--- src/rtl/esp_sram_ctrl_pkg.sv ---
// Shared types for the GF12 SRAM burst controller: FSM encoding and burst request payload.
package esp_sram_ctrl_pkg;

  localparam int unsigned SRAM_ABITS     = 18;
  localparam int unsigned SRAM_DBITS     = 64;
  localparam int unsigned BURST_LEN_BITS = 8;

  typedef enum logic [1:0] {
    ST_IDLE  = 2'd0,
    ST_WRITE = 2'd1,
    ST_READ  = 2'd2,
    ST_DRAIN = 2'd3
  } burst_state_e;

  typedef struct packed {
    logic                      is_write;
    logic [SRAM_ABITS-1:0]     addr;
    logic [BURST_LEN_BITS-1:0] len;
  } burst_req_t;

endpackage

--- src/rtl/gf12_sram_rd_fifo.sv ---
// Read-return FIFO; head entry is presented combinationally and reads as zero when empty.
module gf12_sram_rd_fifo #(
  parameter int unsigned DEPTH = 4,
  parameter int unsigned WIDTH = 64
) (
  input  logic                     CLK,
  input  logic                     RST,
  input  logic                     push,
  input  logic [WIDTH-1:0]         push_data,
  input  logic                     pop,
  output logic [WIDTH-1:0]         head,
  output logic [$clog2(DEPTH):0]   count,
  output logic                     empty
);

  localparam int unsigned PTR_W = $clog2(DEPTH);
  localparam int unsigned CNT_W = PTR_W + 1;

  logic [WIDTH-1:0] mem [DEPTH];
  logic [PTR_W-1:0] wr_ptr;
  logic [PTR_W-1:0] rd_ptr;
  logic             do_pop;

  assign empty  = (count == '0);
  assign do_pop = pop && !empty;
  assign head   = empty ? '0 : mem[rd_ptr];

  always_ff @(posedge CLK or posedge RST) begin
    if (RST) begin
      wr_ptr <= '0;
      rd_ptr <= '0;
      count  <= '0;
    end else begin
      if (push)   wr_ptr <= PTR_W'(wr_ptr + 1'b1);
      if (do_pop) rd_ptr <= PTR_W'(rd_ptr + 1'b1);
      case ({push, do_pop})
        2'b10:   count <= CNT_W'(count + 1'b1);
        2'b01:   count <= CNT_W'(count - 1'b1);
        default: count <= count;
      endcase
    end
  end

  // Storage needs no reset: head is gated by empty.
  always_ff @(posedge CLK) begin
    if (push) mem[wr_ptr] <= push_data;
  end

endmodule

--- src/rtl/gf12_sram64_burst_ctrl.sv ---
// Burst initiator for the gf12_sram64_be_* wrappers: write port 0, read port 1.
// Reads return through a credit-checked FIFO because Q1 arrives one cycle after CE1 and cannot stall.
module gf12_sram64_burst_ctrl
  import esp_sram_ctrl_pkg::*;
#(
  parameter int unsigned ABITS      = 18,
  parameter int unsigned DBITS      = 64,
  parameter int unsigned LEN_BITS   = 8,
  parameter int unsigned FIFO_DEPTH = 4
) (
  input  logic                CLK,
  input  logic                RST,
  input  logic                req_valid,
  output logic                req_ready,
  input  logic                req_write,
  input  logic [ABITS-1:0]    req_addr,
  input  logic [LEN_BITS-1:0] req_len,
  input  logic                wdata_valid,
  output logic                wdata_ready,
  input  logic [DBITS-1:0]    wdata,
  input  logic [DBITS-1:0]    wdata_mask,
  output logic                rdata_valid,
  input  logic                rdata_ready,
  output logic [DBITS-1:0]    rdata,
  output logic                done,
  output logic                CE0,
  output logic                WE0,
  output logic [ABITS-1:0]    A0,
  output logic [DBITS-1:0]    D0,
  output logic [DBITS-1:0]    WEM0,
  output logic                CE1,
  output logic [ABITS-1:0]    A1,
  input  logic [DBITS-1:0]    Q1
);

  localparam int unsigned CNT_W = $clog2(FIFO_DEPTH) + 1;

  burst_state_e        state;
  burst_req_t          req_in;
  logic [ABITS-1:0]    cur_addr;
  logic [LEN_BITS-1:0] beats_left;
  logic                inflight;
  logic [CNT_W-1:0]    fifo_count;
  logic [CNT_W-1:0]    credit_used;
  logic                fifo_empty;
  logic                wr_fire;
  logic                rd_issue;
  logic                pop;
  logic                last_beat;
  logic                drain_done;

  assign req_in = '{is_write: req_write,
                    addr:     SRAM_ABITS'(req_addr),
                    len:      BURST_LEN_BITS'(req_len)};

  // A read slot is granted only if the returning word is guaranteed a FIFO entry.
  assign credit_used = CNT_W'(fifo_count + CNT_W'(inflight));
  assign rd_issue    = (state == ST_READ) && (credit_used < CNT_W'(FIFO_DEPTH));
  assign wr_fire     = (state == ST_WRITE) && wdata_valid;
  assign last_beat   = (beats_left == '0);

  assign rdata_valid = !fifo_empty;
  assign pop         = rdata_valid && rdata_ready;
  assign drain_done  = !inflight &&
                       ((fifo_count == '0) || ((fifo_count == CNT_W'(1)) && pop));

  // Memory-side strobes follow the beat handshake in the same cycle; idle buses read as zero.
  assign CE0  = wr_fire;
  assign WE0  = wr_fire;
  assign A0   = wr_fire ? cur_addr   : '0;
  assign D0   = wr_fire ? wdata      : '0;
  assign WEM0 = wr_fire ? wdata_mask : '0;
  assign CE1  = rd_issue;
  assign A1   = rd_issue ? cur_addr  : '0;

  gf12_sram_rd_fifo #(
    .DEPTH (FIFO_DEPTH),
    .WIDTH (DBITS)
  ) u_rd_fifo (
    .CLK       (CLK),
    .RST       (RST),
    .push      (inflight),
    .push_data (Q1),
    .pop       (pop),
    .head      (rdata),
    .count     (fifo_count),
    .empty     (fifo_empty)
  );

  always_ff @(posedge CLK or posedge RST) begin
    if (RST) begin
      state       <= ST_IDLE;
      cur_addr    <= '0;
      beats_left  <= '0;
      inflight    <= 1'b0;
      req_ready   <= 1'b1;
      wdata_ready <= 1'b0;
      done        <= 1'b0;
    end else begin
      done     <= 1'b0;
      inflight <= rd_issue;
      case (state)
        ST_IDLE: begin
          if (req_valid) begin
            cur_addr    <= ABITS'(req_in.addr);
            beats_left  <= LEN_BITS'(req_in.len);
            req_ready   <= 1'b0;
            wdata_ready <= req_in.is_write;
            state       <= req_in.is_write ? ST_WRITE : ST_READ;
          end
        end
        ST_WRITE: begin
          if (wr_fire) begin
            cur_addr   <= ABITS'(cur_addr + 1'b1);
            beats_left <= LEN_BITS'(beats_left - 1'b1);
            if (last_beat) begin
              state       <= ST_IDLE;
              done        <= 1'b1;
              req_ready   <= 1'b1;
              wdata_ready <= 1'b0;
            end
          end
        end
        ST_READ: begin
          if (rd_issue) begin
            cur_addr   <= ABITS'(cur_addr + 1'b1);
            beats_left <= LEN_BITS'(beats_left - 1'b1);
            if (last_beat) state <= ST_DRAIN;
          end
        end
        ST_DRAIN: begin
          // Leave once the final word has been consumed; done lands the cycle after that pop.
          if (drain_done) begin
            state     <= ST_IDLE;
            done      <= 1'b1;
            req_ready <= 1'b1;
          end
        end
        default: state <= ST_IDLE;
      endcase
    end
  end

endmodule
--- config.mk ---
export PLATFORM = sky130hd
export DESIGN_NAME = gf12_sram64_burst_ctrl
export DESIGN_NICKNAME = d
export VERILOG_FILES = /design/src/rtl/esp_sram_ctrl_pkg.sv /design/src/rtl/gf12_sram_rd_fifo.sv /design/src/rtl/gf12_sram64_burst_ctrl.sv
export SDC_FILE = /design/constraint.sdc
export NUM_CORES = 1
export LEC_CHECK = 0
export BUFFER_PORTS_ARGS = -buffer_cell sky130_fd_sc_hd__buf_2
export CORE_AREA = 2 2 176 178
export DETAILED_ROUTE_END_ITERATION = 8
export DIE_AREA = 0 0 178 180
export PLACE_DENSITY = 0.78
export RECOVER_POWER = 100
export SETUP_SLACK_MARGIN = 0.02
export SYNTH_ARGS = -nofsm -noshare
export SYNTH_HDL_FRONTEND = slang
export SYNTH_SLANG_ARGS = --single-unit
--- constraint.sdc ---
create_clock -name CLK -period 4 [get_ports CLK]
set_input_delay 0.6 -clock CLK [delete_from_list [all_inputs] [get_ports CLK]]
set_output_delay 0.6 -clock CLK [all_outputs]
set_load 0.05 [all_outputs]
==> results by group, run 1 <==
Min path
  – Min-Delay Endpoint: u_rd_fifo.mem[3][0]
  – Worst hold path depth: 1
  – Class of the tightest hold or removal check: in2reg
  – Worst min-delay path startpoint: Q1[0]

Detailed routing
  – Starting DRT DRC Count: 874
  – Wire length per cell: 26.5 microns
  – Drt first pass iters: 5
  – Post-route antenna net violation count: 0
  – Via count: 9684
  – Total detailed-routing wirelength: 46400 microns
  – Number of design rule violations left after detail routing: 0
  – Routed vias/inst: 5.52

Global routing
  – Pin count of the biggest net entering global routing: 131
  – Global-route layer with the greatest usage: met2
  – Fraction of met2 tracks used by global routing: 47.0%
  – Leftover overflow at the end of global routing: 0
  – Wire length of the first global-routing pass: 65300 microns
  – Total global routing track utilization: 28.6%
  – Met3 routing resource usage after global routing: 8.12%
  – Number of global-route vias before repair: 9224
  – Global-route met1 utilization: 36.2%
  – Antenna violations before repair: 37

Critical path
  – Crit path launch type: flop
  – Count of cells along the worst register-to-register path: 8
  – Critical path peak fanout: 50
  – Crit path cell chain: buf_4, mux4_2, and2_1, clkbuf_1
  – Slack of the worst reg-to-reg path: 0.75 ns
  – Data required time at the worst endpoint: 3.40 ns
  – Critical R2R Launch: state[1]
  – RR Endpoint: beats_left[0]
  – Slowest stage cell on the critical path: dfrtp_2
  – Crit Path Class: reg2out
  – Kind of end point of the critical path: output port
  – Max incr delay on CP: 1.25 ns
  – CP Launch Point: u_rd_fifo.rd_ptr[1]
  – Worst path arrival time: 2.98 ns

Cells and area
  – Most frequent standard cell in the layout excluding fill and tap cells: clkbuf_1
  – Most used cells in the layout excluding fill and tap cells: clkbuf_1, edfxtp_1, buf_2
  – Area delta synth->final: 24.2%
  – Count of nets after finishing: 1559
  – Fraction of final layout cells sized beyond drive strength 1: 22.8%

Synthesis
  – Synth warn: 0
  – Seq/Total Area, Yosys: 65.4%
  – Syn Std Cell Area: 0.0133 sq mm
  – Per-instance average area after synthesis: 14.9 sq um
  – Async S/R FF share, synth: 13.2%
  – Number of nets in the synthesized netlist: 1131
  – Proportion of synthesized area in mux cells: 11.2%
  – Top flip-flop cell by instance count after synthesis: edfxtp_1
  – Compound-gate portion of the synthesized area: 4.30%
  – Fraction of synthesized cell area in xor and xnor cells: 0.519%
  – Simple logic cell fraction of the synthesized area: 14.1%
  – Post-synth cell types: 43
  – Synth Area in Adders: 1.51%
  – Instance count of the mapped netlist: 891
  – Number of enable-type register cells in the synthesized netlist: 256
  – Number of synthesized register bits: 295
  – Main combinational cell family by area after synthesis: simple AND/OR/NAND/NOR gates

Clock tree
  – Clock latency on the worst-skew pair: 0.55 ns
  – Post-CTS Setup Bufs: 0
  – Clk sinks: 295
  – Deepest level of the CTS H-tree: 1
  – CTS Root Cell: clkbuf_16
  – Post-CTS Hold Fix Bufs: 0
  – Clock tree buffer depth: 3
  – Clock-pin slew reported for the worst setup and hold paths after clock tree synthesis: 0.06 ns
  – Post-CTS resize count: 0
  – TritonCTS clock tree: done
  – Number of buffers inserted during clock tree synthesis: 29

Timing
  – Share of the clock period used by the worst path: 89.6%
  – Tmin final: 3.58 ns
  – Worst setup skew after layout: 0.0145 ns
  – Measured slew at the worst slew-check pin: 2.34 ns
  – Setup-violating endpoint count in the final report: 0
  – Final-layout setup total negative slack: 0 ns
  – Number of hold violations in the final report: 0
  – Slew Viols, Final: 339
  – Headroom to the max-slew limit: -56.3%
  – Setup repair after global routing missed its margin: no
  – F_max: 279 MHz

Outcome
  – Result of the run: complete, but fails checks
  – Failing checks: max-capacitance violations, max-slew violations

Floorplanning
  – Area inside the core boundary: 0.0302 sq mm
  – Vert. Die Dim: 180 microns
  – Std-Cell Rows: 64
  – Initial Util: 43.9%
  – Horiz. Die Dim: 178 microns
  – Total Die Area: 0.0320 sq mm
  – Number of top-level pins: 459

Place
  – Input/output buffers: 458
  – Placed wire-length estimate after detailed placement: 35000 microns
  – Last weighted congestion value of the routability-driven placer: 0.954

Run
  – Max-cap violations: 6

Power
  – Total design power: 14.0 mW
  – Cell Pwr Density: 853 mW/mm^2
  – Leak Pwr: 6.32 nW
  – Peak supply drop: 0.497 mV
cell usage after synthesis, types with 2 or more instances:
library cell  instances  area, sq um
edfxtp_1            256         7690
and3_1              149          932
and2_1               86          538
mux4_2               64         1440
clkbuf_1             52          195
a21oi_1              42          210
nand2_1              40          150
dfrtp_1              38          951
o21ai_0              20          100
inv_1                17         63.8
ha_1                 16          200
o22ai_1              14         87.6
nand3_1              11         55.1
nor2_1               11         41.3
buf_2                10         50.1
buf_4                 8         60.1
nand2b_1              6         37.5
nand4_1               6         37.5
nor3_1                5         25.0
a2bb2oi_1             4         35.0
a21oi_2               3         26.3
a2bb2oi_2             3         45.0
a31oi_1               3         18.8
mux2i_1               3         30.0
xnor2_1               3         26.3
xor2_1                3         26.3
buf_6                 2         22.5
final cells by class:
type	count	area (sq um)
fill	2623	13700
clock inverter	18	171
antenna	16	40.0
timing repair buffer	470	2050
multi-input combinational	506	4200
tap	396	495
inverter	17	63.8
sequential	295	8670
clock buffer	35	778
critical path: cells and delay by family (launching register included):
family	cells	cell delay, ns
simple gates	1	0.13
mux	1	0.22
buf+inv	2	0.84
flops	1	1.25
how the worst max path moves through the flow:
| stage | endpoint | slack, ns | depth (start not counted) |
|---|---|---|---|
| after floorplan | u_rd_fifo.mem[0][0] | 1.45 | 3 |
| after global placement | rdata[47] | 1.30 | 4 |
| after detailed placement | rdata[34] | 1.26 | 6 |
| after CTS | rdata[34] | 0.68 | 6 |
| after global routing | rdata[16] | 0.29 | 4 |
| final | rdata[49] | 0.42 | 4 |
power by group:
part	switching (mW)	leakage [nW]	internal [mW]
combinational	5.09	3.10	1.99
sequential	0.527	2.75	3.76
clock	1.15	0.467	1.53
total	6.77	6.32	7.28
per-layer routing:
layer	up-vias	routed length, microns
met2	492	22300
met3	122	3840
met1	4764	18000
met4	28	2070
met5	-	195
li1	4278	-
sequential cells by signal, indices dropped and copies added (netlist names):
signal	flops
wdata_ready	1
inflight	1
beats_left	8
req_ready	1
state	2
u_rd_fifo.wr_ptr	2
u_rd_fifo.count	3
u_rd_fifo.mem	256
u_rd_fifo.rd_ptr	2
done	1
cur_addr	18
cell families after synthesis:
logic type | after synthesis
buffers and inverters | 90
DFF | 295
xor gates and xnor gates | 7
and+or+nand+nor | 321
AOI/OAI and AO/OA | 94
muxes | 68
adders and majority gates | 16
stage by stage:
step | hold WS [ns] | worst slack, ns | cell area [sq um] | instances | utilization, %
after floorplan | 0.491 | 1.45 | 13300 | 891 | -
after global placement | 0.512 | 1.30 | 15900 | 1684 | 52.6
after detailed placement | 0.526 | 1.26 | 15900 | 1684 | 52.6
after CTS | 0.196 | 0.677 | 16800 | 1737 | 55.8
after global routing | 0.301 | 0.286 | 16400 | 1744 | 54.5
final | 0.302 | 0.418 | 16500 | 1753 | 54.5
Power figures use the tool's default switching activity.
==> run 2, diff against run 1 <==
SYNTH_HIERARCHICAL = 1   (was default)
==> run 2 against run 1 <==
The run still ends with max-capacitance violations, max-slew violations left. Cell count is 1.0% lower. Wire length is 15% lower. Global-route usage is 4.8 points lower. Sequential cell count stayed put. Area after synthesis is 0.14% higher. Setup slack worse by 0.042 ns. First-iteration DRC count is 2.2% lower.
==> results by group, run 2 <==
Synthesis
  – Per-instance average area after synthesis: 15.0 sq um
  – Instance count of the mapped netlist: 885
  – Synth warn: 6
  – Async S/R FF share, synth: 13.2%
  – Seq/Total Area, Yosys: 65.3%
  – Most frequent cells after synthesis: edfxtp_1, and3_1, and2_1
  – Number of enable-type register cells in the synthesized netlist: 256
  – Top flip-flop cell by instance count after synthesis: edfxtp_1
  – Leading post-synthesis cells by cell area: edfxtp_1, mux4_2, and3_1
  – Most area-hungry cell type in the Yosys netlist: edfxtp_1
  – Number of nets in the synthesized netlist: 1123
  – Top cell type's share of synthesized area: 57.9%
  – Number of synthesized register bits: 295
  – Most frequently used cell type in the post-synthesis netlist: edfxtp_1
  – Syn Std Cell Area: 0.0133 sq mm
  – Post-synth cell types: 46

Power
  – Peak supply drop: 0.576 mV
  – Combinational cell fraction of total power: 47.6%
  – Leak Pwr: 6.38 nW
  – Power share of the clock group: 20.7%
  – Total design power: 13.9 mW
  – Internal: 7.49 mW
  – Switching pwr: 6.43 mW
  – Cell Pwr Density: 845 mW/mm^2
  – Relative contribution of sequential cells to total power: 31.8%
  – Share of total power consumed by net switching: 46.2%

Floorplanning
  – Vert. Die Dim: 180 microns
  – Area inside the core boundary: 0.0302 sq mm
  – Initial Util: 44.0%
  – Std-Cell Rows: 64
  – Number of top-level pins: 459
  – Total Die Area: 0.0320 sq mm
  – Horiz. Die Dim: 178 microns

Cells and area
  – Fraction of final layout cells sized beyond drive strength 1: 22.2%
  – Top reg by flops: u_rd_fifo/mem
  – Count of nets after finishing: 1553
  – Largest register FFs: 256
  – Most frequent standard cell in the layout excluding fill and tap cells: clkbuf_1
  – Number of standard cells in the layout, taps in and fillers out: 1735
  – Area delta synth->final: 24.1%
  – Biggest registers after layout: u_rd_fifo/mem x256, cur_addr x18, beats_left x8
  – Core utilization of the finished layout: 54.6%
  – Most used cells in the layout excluding fill and tap cells: clkbuf_1, edfxtp_1, and3_1

Global routing
  – Fraction of met2 tracks used by global routing: 34.6%
  – Number of global-route vias before repair: 9073
  – Global-route layer with the greatest usage: met2
  – Leftover overflow at the end of global routing: 0
  – Wire length of the first global-routing pass: 56500 microns
  – Total global routing track utilization: 23.7%
  – Global-route met1 utilization: 33.4%
  – Antenna violations before repair: 8
  – Met3 routing resource usage after global routing: 8.71%
  – Pin count of the biggest net entering global routing: 151

Timing
  – Final-layout setup total negative slack: 0 ns
  – Setup repair after global routing missed its margin: no
  – Number of hold violations in the final report: 0
  – Tmin final: 3.62 ns
  – Measured slew at the worst slew-check pin: 1.94 ns
  – Setup-violating endpoint count in the final report: 0
  – Slew Viols, Final: 293
  – Headroom to the max-slew limit: -29.2%
  – F_max: 276 MHz
  – Share of the clock period used by the worst path: 90.6%
  – Worst setup skew after layout: 0.0234 ns

Detailed routing
  – Post-route antenna net violation count: 0
  – Via count: 9402
  – Total detailed-routing wirelength: 39300 microns
  – Routed vias/inst: 5.42
  – Wire length per cell: 22.6 microns
  – Starting DRT DRC Count: 855
  – Drt first pass iters: 5
  – Number of design rule violations left after detail routing: 0

Clock tree
  – Number of buffers inserted during clock tree synthesis: 31
  – Post-CTS Setup Bufs: 0
  – Clk sinks: 295
  – CTS Root Cell: clkbuf_16
  – TritonCTS clock tree: done
  – Clock tree buffer depth: 3
  – Deepest level of the CTS H-tree: 1
  – Clock-pin slew reported for the worst setup and hold paths after clock tree synthesis: 0.06 ns
  – Clock latency on the worst-skew pair: 0.56 ns

Place
  – Input/output buffers: 458
  – Placed wire-length estimate after detailed placement: 27200 microns
  – Last weighted congestion value of the routability-driven placer: 0.941
  – Dpl cells: 1677

Critical path
  – Kind of cell adding the most delay to the critical path: adder cells
  – Slowest stage cell on the critical path: ha_4
  – Data required time at the worst endpoint: 3.40 ns
  – Max incr delay on CP: 0.87 ns
  – Worst path arrival time: 3.02 ns
  – Crit Path Class: reg2out
  – Kind of end point of the critical path: output port
  – Combined buffer and inverter count along the critical path: 2
  – Crit path cell chain: inv_1, ha_4, and3_1, clkbuf_1
  – Critical path peak fanout: 150
  – Crit path launch type: flop

Min path
  – Class of the tightest hold or removal check: in2reg

Outcome
  – Failing checks: max-capacitance violations, max-slew violations
  – Result of the run: complete, but fails checks

Run
  – Max-cap violations: 5
## run 2: changes by cell type after synthesis, moves of 4 or more
cell,delta
nor3_2,+4
buf_6,+5
buf_4,-7
a21oi_1,-8
inv_1,+4
and3_1,+16
a2bb2oi_1,+4
and2_1,-16
## run 2: area by class of cell
| cell class | count | area, sq um |
|---|---|---|
| timing repair buffer | 467 | 2010 |
| tap | 396 | 495 |
| sequential | 295 | 8670 |
| fill | 2616 | 13700 |
| antenna | 3 | 7.51 |
| multi-input combinational | 499 | 4190 |
| inverter | 21 | 78.8 |
| clock inverter | 18 | 228 |
| clock buffer | 36 | 795 |
## run 2: cells by family (layout without fill, tap and decap cells)
group           Yosys count  count (layout)  share of synthesized area, %
simple gates            321             321                          14.4
flops                   295             295                          65.3
buf+inv                  91             542                          3.10
compound gates           87              87                          4.08
mux                      70              70                          11.4
fa+ha+maj                14              14                          1.38
xor+xnor                  7               7                         0.462
other cells               0               3                             0
## run 2: worst register-to-register path: stages, from the launching register on
cell and delay [ns]:
dfrtp_1 0.43, or3_1 0.70, inv_1 0.20, nand2b_1 0.28, a2111oi_0 0.72, o21bai_1 0.16, nor3_1 0.32, mux2_2 0.37
## run 2: final timing paths
path                                    startpoint             endpoint  slack (ns)  depth (start not counted)
worst max-delay path                      state[1]             WEM0[49]        0.38                          4
worst min-delay path                         Q1[6]  u_rd_fifo/mem[3][6]        0.30                          1
worst max register to register  u_rd_fifo/count[2]             state[0]        0.71                          7
worst min register to register       beats_left[1]        beats_left[1]        0.53                          2
max in group asynchronous                      RST         cur_addr[17]        1.52                          4
min in group asynchronous                      RST   u_rd_fifo/count[0]        0.59                          3
## run 2: stage by stage
stage	hold slack [ns]	setup WS (ns)	cell area, sq um
5_1_grt	0.304	0.236	16500
4_1_cts	0.234	0.626	16900
6_report	0.302	0.376	16500
2_1_floorplan	0.403	1.45	13300
3_3_place_gp	0.497	1.13	15900
3_5_place_dp	0.513	1.01	15900
## run 2: power groups by stage
| stage | clock network, mW | logic [mW] | registers [mW] |
|---|---|---|---|
| detailed placement | 0 | 6.85 | 4.49 |
| CTS | 2.94 | 6.88 | 4.43 |
| global placement | 0 | 6.78 | 4.46 |
| floorplan | 0 | 5.56 | 4.16 |
| global route | 3.07 | 7.00 | 4.49 |
| finish | 2.88 | 6.62 | 4.42 |
## run 2: metal layers
layer,routed length [microns],share of wire (%),up-vias
li1,-,-,4256
met2,17500,45,449
met5,27,0.069,-
met3,4430,11,67
met4,888,2.3,4
met1,16400,42,4626
## run 2: repair_timing
action	in CTS	in global routing
hold endpoints to repair	7	0
gates resized for setup	0	0
hold buffers	1	0
